[config.mk]
export PLATFORM = sky130hd
export DESIGN_NAME = ecc_result_collector
export DESIGN_NICKNAME = d
export VERILOG_FILES = /design/src/rtl/ecc_res_pkg.sv /design/src/rtl/ecc_res_fifo.sv /design/src/rtl/ecc_result_collector.sv
export SDC_FILE = /design/constraint.sdc
export NUM_CORES = 1
export LEC_CHECK = 0
export BUFFER_PORTS_ARGS = -buffer_cell sky130_fd_sc_hd__buf_4
export CORE_UTILIZATION = 30
export CTS_BUF_LIST = sky130_fd_sc_hd__clkbuf_2
export DETAILED_ROUTE_END_ITERATION = 8
export PLACE_DENSITY = 0.51
export SLEW_MARGIN = 30
export SYNTH_ARGS = -nofsm -noshare
export SYNTH_HDL_FRONTEND = slang
export SYNTH_SLANG_ARGS = --single-unit
[constraint.sdc]
create_clock -name clk -period 4.8 [get_ports clk]
set_clock_uncertainty 0.05 [all_clocks]
set_input_delay 0.96 -clock clk [delete_from_list [all_inputs] [get_ports clk]]
set_output_delay 0.96 -clock clk [all_outputs]
set_load 0.02 [all_outputs]
[src/rtl/ecc_res_pkg.sv]
// rtl/ecc_res_pkg.sv - shared error-code type and default sizes for the ECC result collector
package ecc_res_pkg;

  typedef enum logic [1:0] {
    ERR_NONE   = 2'd0,
    ERR_SINGLE = 2'd1,
    ERR_DOUBLE = 2'd2,
    ERR_RSVD   = 2'd3
  } err_code_t;

  localparam int unsigned DEF_DATA_WIDTH = 32;
  localparam int unsigned DEF_DEPTH      = 8;
  localparam int unsigned DEF_CNT_WIDTH  = 16;

endpackage

[src/rtl/ecc_res_fifo.sv]
// rtl/ecc_res_fifo.sv - generic synchronous FIFO with registered occupancy, no fall-through
module ecc_res_fifo #(
  parameter int unsigned WIDTH = 34,
  parameter int unsigned DEPTH = 8
) (
  input  logic                     clk,
  input  logic                     rst,
  input  logic                     wr_en_i,
  input  logic [WIDTH-1:0]         wr_data_i,
  input  logic                     rd_en_i,
  output logic [WIDTH-1:0]         rd_data_o,
  output logic                     full_o,
  output logic                     empty_o,
  output logic [$clog2(DEPTH):0]   level_o
);

  localparam int unsigned AW = $clog2(DEPTH);
  localparam int unsigned LW = AW + 1;

  logic [WIDTH-1:0] mem_q [DEPTH];
  logic [AW-1:0]    wr_ptr_q, wr_ptr_d;
  logic [AW-1:0]    rd_ptr_q, rd_ptr_d;
  logic [LW-1:0]    level_q, level_d;
  logic             do_wr, do_rd;

  assign empty_o = (level_q == '0);
  assign full_o  = (level_q == LW'(DEPTH));
  assign level_o = level_q;

  // A write into a full FIFO is only accepted when the head leaves in the same cycle.
  assign do_rd = rd_en_i & ~empty_o;
  assign do_wr = wr_en_i & (~full_o | do_rd);

  // Head is forced to zero when empty so reset and drained states read back as 0.
  assign rd_data_o = empty_o ? '0 : mem_q[rd_ptr_q];

  always_comb begin
    wr_ptr_d = wr_ptr_q;
    rd_ptr_d = rd_ptr_q;
    level_d  = level_q;
    if (do_wr) wr_ptr_d = wr_ptr_q + AW'(1);
    if (do_rd) rd_ptr_d = rd_ptr_q + AW'(1);
    case ({do_wr, do_rd})
      2'b10:   level_d = level_q + LW'(1);
      2'b01:   level_d = level_q - LW'(1);
      default: level_d = level_q;
    endcase
  end

  always_ff @(posedge clk or posedge rst) begin
    if (rst) begin
      wr_ptr_q <= '0;
      rd_ptr_q <= '0;
      level_q  <= '0;
    end else begin
      wr_ptr_q <= wr_ptr_d;
      rd_ptr_q <= rd_ptr_d;
      level_q  <= level_d;
    end
  end

  always_ff @(posedge clk) begin
    if (do_wr) mem_q[wr_ptr_q] <= wr_data_i;
  end

endmodule

[src/rtl/ecc_result_collector.sv]
// rtl/ecc_result_collector.sv - queues ECC decode results and keeps saturating error statistics
module ecc_result_collector
  import ecc_res_pkg::*;
#(
  parameter int unsigned DATA_WIDTH = DEF_DATA_WIDTH,
  parameter int unsigned DEPTH      = DEF_DEPTH,
  parameter int unsigned CNT_WIDTH  = DEF_CNT_WIDTH
) (
  input  logic                    clk,
  input  logic                    rst,
  input  logic [DATA_WIDTH-1:0]   data_out,
  input  logic                    operation_done,
  input  logic [1:0]              num_of_errors,
  output logic [DATA_WIDTH-1:0]   m_data,
  output logic [1:0]              m_err,
  output logic                    m_valid,
  input  logic                    m_ready,
  input  logic                    clr_stats,
  output logic [CNT_WIDTH-1:0]    cnt_ops,
  output logic [CNT_WIDTH-1:0]    cnt_single,
  output logic [CNT_WIDTH-1:0]    cnt_double,
  output logic                    overflow,
  output logic [$clog2(DEPTH):0]  level
);

  localparam logic [CNT_WIDTH-1:0] CNT_MAX = {CNT_WIDTH{1'b1}};

  logic                  fifo_full, fifo_empty;
  logic                  pop, drop;
  err_code_t             code;
  logic [CNT_WIDTH-1:0]  cnt_ops_q, cnt_ops_d;
  logic [CNT_WIDTH-1:0]  cnt_single_q, cnt_single_d;
  logic [CNT_WIDTH-1:0]  cnt_double_q, cnt_double_d;
  logic                  overflow_q, overflow_d;

  ecc_res_fifo #(
    .WIDTH (DATA_WIDTH + 2),
    .DEPTH (DEPTH)
  ) u_fifo (
    .clk       (clk),
    .rst       (rst),
    .wr_en_i   (operation_done),
    .wr_data_i ({data_out, num_of_errors}),
    .rd_en_i   (m_ready),
    .rd_data_o ({m_data, m_err}),
    .full_o    (fifo_full),
    .empty_o   (fifo_empty),
    .level_o   (level)
  );

  assign m_valid = ~fifo_empty;
  assign pop     = m_valid & m_ready;
  assign drop    = operation_done & fifo_full & ~pop;
  assign code    = err_code_t'(num_of_errors);

  // Clear has priority over any same-cycle result; counters stick at all-ones.
  always_comb begin
    cnt_ops_d    = cnt_ops_q;
    cnt_single_d = cnt_single_q;
    cnt_double_d = cnt_double_q;
    overflow_d   = overflow_q;
    if (clr_stats) begin
      cnt_ops_d    = '0;
      cnt_single_d = '0;
      cnt_double_d = '0;
      overflow_d   = 1'b0;
    end else begin
      if (drop) overflow_d = 1'b1;
      if (operation_done) begin
        if (cnt_ops_q != CNT_MAX) cnt_ops_d = cnt_ops_q + CNT_WIDTH'(1);
        if (code == ERR_SINGLE && cnt_single_q != CNT_MAX)
          cnt_single_d = cnt_single_q + CNT_WIDTH'(1);
        if (code == ERR_DOUBLE && cnt_double_q != CNT_MAX)
          cnt_double_d = cnt_double_q + CNT_WIDTH'(1);
      end
    end
  end

  always_ff @(posedge clk or posedge rst) begin
    if (rst) begin
      cnt_ops_q    <= '0;
      cnt_single_q <= '0;
      cnt_double_q <= '0;
      overflow_q   <= 1'b0;
    end else begin
      cnt_ops_q    <= cnt_ops_d;
      cnt_single_q <= cnt_single_d;
      cnt_double_q <= cnt_double_d;
      overflow_q   <= overflow_d;
    end
  end

  assign cnt_ops    = cnt_ops_q;
  assign cnt_single = cnt_single_q;
  assign cnt_double = cnt_double_q;
  assign overflow   = overflow_q;

endmodule

* Word-level counts from Yosys, hierarchy flattened
Memories as Yosys holds them, arrays and structs flattened.
Index checks and enable logic that the tools add are counted.
** Storage, ports and cells
- Register bits after elaboration :: 59
- Latch bits :: 0
- Memory bits (writable) :: 272
- Memory bits (read-only) :: 0
- Output and inout bits :: 88
- Word-level logic and storage cells :: 58
- Memories :: 1
** Memory list
- u_fifo.mem_q :: depth 8, bits a word 34, read ports 1, clocked after Yosys merged registers in 0, write ports 1, RTL line ecc_res_fifo.sv:20 : logic [WIDTH-1:0] mem_q [DEPTH];
** Cells by class
- Add/subtract/negate cells :: 7
- Multipliers :: 0
- Div/mod/pow operators :: 0
- $lt $le $gt $ge :: 0
- Equality and inequality tests :: 8
- Shifts and indexed selects :: 0
- Mux-type cells :: 15
- Bitwise logic cells :: 8
- Reduce and logical (&&, ||, !) cells :: 12
** Operators with widths (number)
- $mux W16 :: 9
- $add A16 B1 Y16 const B :: 3
- $ne A16 B16 Y1 const B :: 3
- $mux W34 :: 1
- $reduce_bool A2 Y1 :: 6
- $pmux W4 S2 :: 1
- $add A3 B1 Y3 const B :: 2
- $reduce_and A2 Y1 :: 3
- $add A4 B1 Y4 const B :: 1
- $and A1 B1 Y1 :: 4
- $eq A2 B1 Y1 const B :: 2
- $eq A2 B2 Y1 const B :: 2
- $eq A4 B4 Y1 const B :: 1
- $logic_not A4 Y1 :: 1
- $mux W1 :: 4
- $sub A4 B1 Y4 const B :: 1
- $not A1 Y1 :: 3
- $logic_and A1 B1 Y1 :: 2
- $or A1 B1 Y1 :: 1

* Logic depth before layout (Yosys ltp)
Gate-level depths: netlist of run 1.
- Depth after elaboration :: 7
- Mapped depth :: 8

* Hierarchy
Synthesis of run 1 repeated with hierarchy kept, for this count alone.
** Second synthesis, totals
- Cells, all modules :: 781
- Area total of the unflattened synthesis :: 13636.8 µm²
** By module, submodules not included
- ecc_res_fifo :: times used 1, cells an instance 503, area each 11001.8 µm², sequential area each 8418.1 µm²
- ecc_result_collector :: times used 1, cells an instance 278, area each 2635.0 µm², sequential area each 1226.2 µm²

* Worst setup path before layout of run 1
OpenSTA, ideal clock, no wires.
- Kind :: input to register
- From :: input port operation_done
- To :: memory u_fifo.mem_q[0][0] (enable)
- Library setup time :: 0.467 ns
- Arrival time :: 3.746 ns
- Required time :: 4.283 ns
- Slack :: 0.537 ns
- Cell stages on the path :: 4
- Cells stage by stage :: buf_6 -> o21a_1 -> nand2b_1 -> nor3_1
** On the way
- Cells in the longest elaborated chain, start to end :: 3
** RTL lines
- start, declared :: RTL line ecc_result_collector.sv:12 : input logic operation_done,
- $and A1 B1 Y1 :: RTL line ecc_res_fifo.sv:32 : assign do_wr = wr_en_i & (~full_o | do_rd);
- $mux W1 :: RTL line ecc_res_fifo.sv:63 : if (do_wr) mem_q[wr_ptr_q] <= wr_data_i;
- $mux W1 (implied by the code) :: RTL line ecc_res_fifo.sv:63
- end, declared :: RTL line ecc_res_fifo.sv:20
Every way passes these cells.

* Worst setup path in the final report of run 1
- From :: register u_fifo.rd_ptr_q[0]
- To :: output port m_data[31]
** On the way
- Cells in the longest elaborated chain, start to end :: 2
** RTL lines
- start, declared :: RTL line ecc_res_fifo.sv:22 : logic [AW-1:0] rd_ptr_q, rd_ptr_d;
- start signal, assigned :: RTL line ecc_res_fifo.sv:57 : rd_ptr_q <= rd_ptr_d;
- $mem_v2 Z8 W34
- $mux W34 :: RTL line ecc_res_fifo.sv:35 : assign rd_data_o = empty_o ? '0 : mem_q[rd_ptr_q];
- end, declared :: RTL line ecc_result_collector.sv:14 : output logic [DATA_WIDTH-1:0] m_data,
Every way passes these cells.

==> results of run 1 <==
==> area by class of cell <==
type	instances	area (sq um)
Timing Repair Buffer	160	1310
Sequential cell	331	9650
Clock buffer	133	666
Antenna cell	6	15.0
Tap cell	592	741
Clock inverter	18	88.8
Fill cell	4316	28100
Multi-Input combinational cell	417	3880
Inverter	12	45.0
==> worst paths after layout <==
kind	to	startpoint
min reg2reg	overflow	overflow
max	m_data[31]	u_fifo.rd_ptr_q[0]
max reg2reg	u_fifo.mem_q[6][31]	u_fifo.level_o[1]
min	u_fifo.mem_q[6][11]	data_out[9]
min in group asynchronous	cnt_double[1]	rst
max in group asynchronous	u_fifo.level_o[1]	rst
==> cell usage in the layout (no fill, tap or decap), drive strengths merged, types with 15 or more instances in the layout <==
master,count
clkinv,15
clkbuf,133
nand3,21
inv,15
o31ai,23
buf,147
nand2,28
mux2i,37
nor2,58
mux4,68
edfxtp,272
or4,26
a21oi,38
dfrtp,59
==> kinds of logic (layout without fill, tap and decap cells) <==
kind of cell             after synthesis  count (layout)  share of synthesized area
flip-flops                           331             331                      0.707
AND/OR/NAND/NOR                      200             200                     0.0801
multiplexers                         111             111                      0.144
AO/OA/AOI/OAI                         94              94                     0.0448
buffers and inverters                 49             323                     0.0147
adder cells (fa/ha/maj)                6               6                    0.00550
XOR/XNOR                               6               6                    0.00385
other                                  0               6                          0
==> worst reg2reg max path, cell delays in order (launching register included) <==
cell      delay (ns)
dfrtp_1         0.53
or3_1           0.26
o21a_1          0.30
nand2b_1        0.29
nor2_4          0.67
buf_12          0.27
==> power groups by stage <==
stage / clock (mW) / sequential (mW) / combinational [mW]
6_report: 1.90 / 3.73 / 2.64
5_1_grt: 2.14 / 3.78 / 2.87
4_1_cts: 2.01 / 3.75 / 2.72
3_5_place_dp: 0 / 3.81 / 2.71
3_3_place_gp: 0 / 3.80 / 2.71
2_1_floorplan: 0 / 3.61 / 1.83
==> synth_stat cells, types with 3 or more instances <==
cell      number  share of area
a21oi_1       38          0.014
and4_1         5         0.0032
buf_1          5         0.0014
buf_2          7         0.0026
clkbuf_1      24         0.0066
dfrtp_1       59           0.11
edfxtp_1     272           0.60
ha_1           6         0.0055
inv_1         12         0.0033
mux2_2         6         0.0050
mux2i_1       37          0.027
mux4_2        68           0.11
nand2_1       28         0.0077
nand2b_1       5         0.0023
nand3_1       21         0.0077
nand3b_1       4         0.0022
nand4_1       13         0.0060
nor2_1        58          0.016
nor2b_1        3         0.0014
nor3_1         6         0.0022
nor4_1         7         0.0032
o211ai_1       6         0.0033
o21ai_0        9         0.0033
o31ai_1       23          0.013
o41ai_1        7         0.0045
or2_2          3         0.0014
or3_1         10         0.0046
or4_1         26          0.014
xnor2_1        4         0.0026
==> routing by layer <==
metal,track usage,vias up
met5,0,-
met4,0.0520,0
met3,0.0444,64
met2,0.219,225
met1,0.179,4021
li1,-,3733
==> state kept, by name, indices dropped and copies added (netlist names) <==
signal / count
u_fifo.mem_q: 272
cnt_double: 16
cnt_ops: 16
cnt_single: 16
u_fifo.level_o: 4
u_fifo.rd_ptr_q: 3
u_fifo.wr_ptr_q: 3
overflow: 1
==> impl_metrics.ini, run 1 <==
[run_status]
outcome = complete, no violations

[cts]
cts_setup_buffers = 0
insertion_delay_ns = 0.98
ctsHoldBuffers = 13
cts_root_buffer = clkbuf_2
clockBufferDepth = 3
cts_resized = 0
numCtsBuffers = 90
cts_tree = yes
cts_num_sinks = 331
path_clk_slew_ns = 0.10
h-tree-depth = 3

[pwr]
clock_power_share = 0.229
ir_worst_vdd_uv = 268
p_seq_frac = 0.451
p_sw_frac = 0.342
p_per_area_nw_per_um2 = 505
cellLeakagePower_nw = 5.84
comb_power_share = 0.320
power_mw = 8.27
intPower_mw = 5.45
power_switching_mw = 2.83

[routing]
drt_iter0_drc = 486
wl_met2_microns = 14800
dr.pass1.iters = 5
wirelength_microns = 31300
vias = 8043
drc = 0
met1Wirelength_microns = 14000
wl_met3_microns = 1780
dr.max_layer_used = met4
viasPerCell = 4.82
drt-wirelength-per-cell_microns = 18.7
antenna_left = 0

[logic_synthesis]
yosys_warnings = 0
ys.flop_type = edfxtp_1
synth-seq-cells = 331
synth_area_sq_um = 13600
async_reset_ff_frac = 0.178
synth-edff-count = 272
syn_inst = 797
yosysSeqAreaShare = 0.707
syn_area_per_cell_sq_um = 17.1
syn_nets = 842
yosysUniqueCellTypes = 48

[global_routing]
antenna_found_initial = 3
grt_use_total = 0.139
grt_pass1_vias = 8493
grt_max_degree = 68
grt_overflow = 0
grt_first_pass_wirelength_microns = 49100

[sta]
fin_hold_ws_ns = 0.156
fin_crit_ns = 4.27
drv_slew = 0
period_share = 0.889
rsz0062_at_grt = false
worstMarginPinSlew_ns = 0.838
fmax_mhz = 234
setup_viol = 0
relSlewSlack = 0.441
layout_setup_ws_ns = 0.535
setup-tns-final_ns = 0
hold_viol = 0

[setup_path]
arrival_ns = 3.26
path_buf_inv = 2
endpoint_kind = primary output
path_cells = buf_12 > mux4_2 > mux2i_1 > nor2_1 > buf_4
required_ns = 3.79
worst_path_max_delay_cell = dfrtp_4
critPathMaxFanout = 39
r2r_cells = 5
start_kind = register
slowest_delay_ns = 1.00
cp_top_family = flip-flops
crit_type = register to primary output
ff2ff_setup_slack_ns = 2.18
cp.depth = 5

[floorplan]
initial_utilization = 0.307
dieArea_sq_um = 46300
die_w_microns = 215
rows = 77
ios = 127
die_y_microns = 215
design.core.area_sq_um = 44500

[worst_hold_path]
holdPathStages = 1
hp-class = input pin to register

[placed_design]
io_buffer_count = 126
gp_congestion = 0.720
place_area_sq_um = 15500
placed_cells = 1499
pre_cts_ws_ns = 1.47
dp_hpwl_microns = 18200

[cells_and_area]
stdcell_count = 1669
finalInstanceArea_sq_um = 16400
fin_util = 0.368
drive_above_1_share = 0.361
nNetsFinal = 1057
area_growth_pct = 20.1

[job]
cap_violations = 0
No activity file was read; power rests on OpenSTA's default activity.
==> run 2, diff against run 1 <==
CTS_BUF_LIST = not set   (was sky130_fd_sc_hd__clkbuf_2)
==> impl_metrics.ini, run 2 (synthesis results as in run 1) <==
[run_status]
outcome = complete, no violations

[global_routing]
antenna_found_initial = 1
grt_first_pass_wirelength_microns = 48300
grt_overflow = 0
grt_util_met3 = 0.0362
top_usage_layer = met2
use_met2 = 0.219
grt_max_degree = 68
grt.met1_usage = 0.182
grt_pass1_vias = 8029
grt_use_total = 0.136

[cts]
insertion_delay_ns = 0.54
ctsHoldBuffers = 0
cts_num_sinks = 331
numCtsBuffers = 39
clockBufferDepth = 3
cts_root_buffer = clkbuf_16
cts_tree = yes
h-tree-depth = 2
path_clk_slew_ns = 0.06
cts_resized = 0
cts_setup_buffers = 0

[routing]
dr.pass1.iters = 4
wirelength_microns = 30800
drc = 0
drt-wirelength-per-cell_microns = 19.7
drt_iter0_drc = 481
vias = 7693
viasPerCell = 4.91
antenna_left = 0

[cells_and_area]
final_common_cell = edfxtp_1
nNetsFinal = 993
drive_above_1_share = 0.303
antenna_cells = 0
largest_register_ffs = 272
top_register = u_fifo.mem_q
area_growth_pct = 22.3
stdcell_count = 1568
final_cell_mix = edfxtp_1 (272), buf_4 (141), mux4_2 (68), dfrtp_1 (56), nor2_1 (51)

[placed_design]
dp_hpwl_microns = 18200
placed_cells = 1499
io_buffer_count = 126
gp_congestion = 0.720

[floorplan]
design.core.area_sq_um = 44500
ios = 127
dieArea_sq_um = 46300
initial_utilization = 0.307
die_y_microns = 215
die_w_microns = 215
rows = 77

[sta]
setup_viol = 0
rsz0062_at_grt = false
fmax_mhz = 260
setup-tns-final_ns = 0
hold_viol = 0
fin_crit_ns = 3.85
drv_slew = 0
worstMarginPinSlew_ns = 0.847
fin_hold_ws_ns = 0.464
period_share = 0.803
relSlewSlack = 0.435

[worst_hold_path]
hp-class = register to register

[job]
cap_violations = 0

[setup_path]
arrival_ns = 2.84
critPathMaxFanout = 39
required_ns = 3.79
start_kind = register
endpoint_kind = primary output
crit_type = register to primary output

[pwr]
ir_worst_vdd_uv = 280
p_per_area_nw_per_um2 = 548
cellLeakagePower_nw = 5.77
run 2: changes by cell type in the layout (fill, tap and decap cells not counted):
cell / before / now
bufinv_16: 0 / 2
clkbuf_1: 0 / 8
clkbuf_16: 0 / 40
clkbuf_2: 133 / 0
clkinv_1: 8 / 9
clkinv_2: 5 / 6
clkinv_4: 2 / 0
clkinv_8: 0 / 2
clkinvlp_4: 0 / 2
diode_2: 6 / 0
dlygate4sd3_1: 13 / 0
inv_2: 3 / 1
inv_6: 1 / 0
run 2: worst max-delay path, cell delays in order, from the launching register on:
cell and delay, ns:
dfrtp_4 0.98, buf_12 0.27, mux4_2 0.51, mux2i_1 0.26, nor2_1 0.08, buf_4 0.16
run 2: final cells by class:
cell class | instances | area [sq um]
clock buffers | 48 | 1030
flip-flops and latches | 331 | 9650
fillers | 4203 | 27800
clock inverters | 21 | 171
multi-input cells | 417 | 3880
well taps | 592 | 741
inverters | 12 | 45.0
repair buffers | 147 | 1180
run 2: stage by stage:
stage / cell area [sq um] / worst slack [ns] / power, mW / util
after floorplan: 13600 / 0.537 / 5.43 / -
after global placement: 15500 / 1.43 / 6.51 / 0.348
after detailed placement: 15500 / 1.47 / 6.52 / 0.348
after CTS: 16700 / 0.847 / 9.34 / 0.375
after global routing: 16700 / 0.741 / 9.64 / 0.375
final: 16700 / 0.947 / 9.15 / 0.375
run 2: final timing paths:
kind                                 endpoint          startpoint  cells after the start  slack (ns)
min in group asynchronous       cnt_single[8]                 rst                      2        0.52
min reg2reg                          overflow            overflow                      2        0.46
max                                m_data[12]  u_fifo.rd_ptr_q[0]                      5        0.95
min                                  overflow            overflow                      2        0.46
max reg2reg                u_fifo.mem_q[6][0]   u_fifo.level_o[1]                      5        2.09
max in group asynchronous            overflow                 rst                      3        3.32
run 2: metal layers:
| metal | vias to the layer above | wire length, microns |
|---|---|---|
| met3 | 45 | 1660 |
| met5 | - | 17 |
| met4 | 2 | 564 |
| li1 | 3551 | - |
| met1 | 3911 | 13900 |
| met2 | 184 | 14700 |
run 2: power breakdown:
group / internal, mW / switching, mW
logic: 1.27 / 1.37
registers: 3.44 / 0.299
clock network: 1.63 / 1.14
total: 6.34 / 2.81
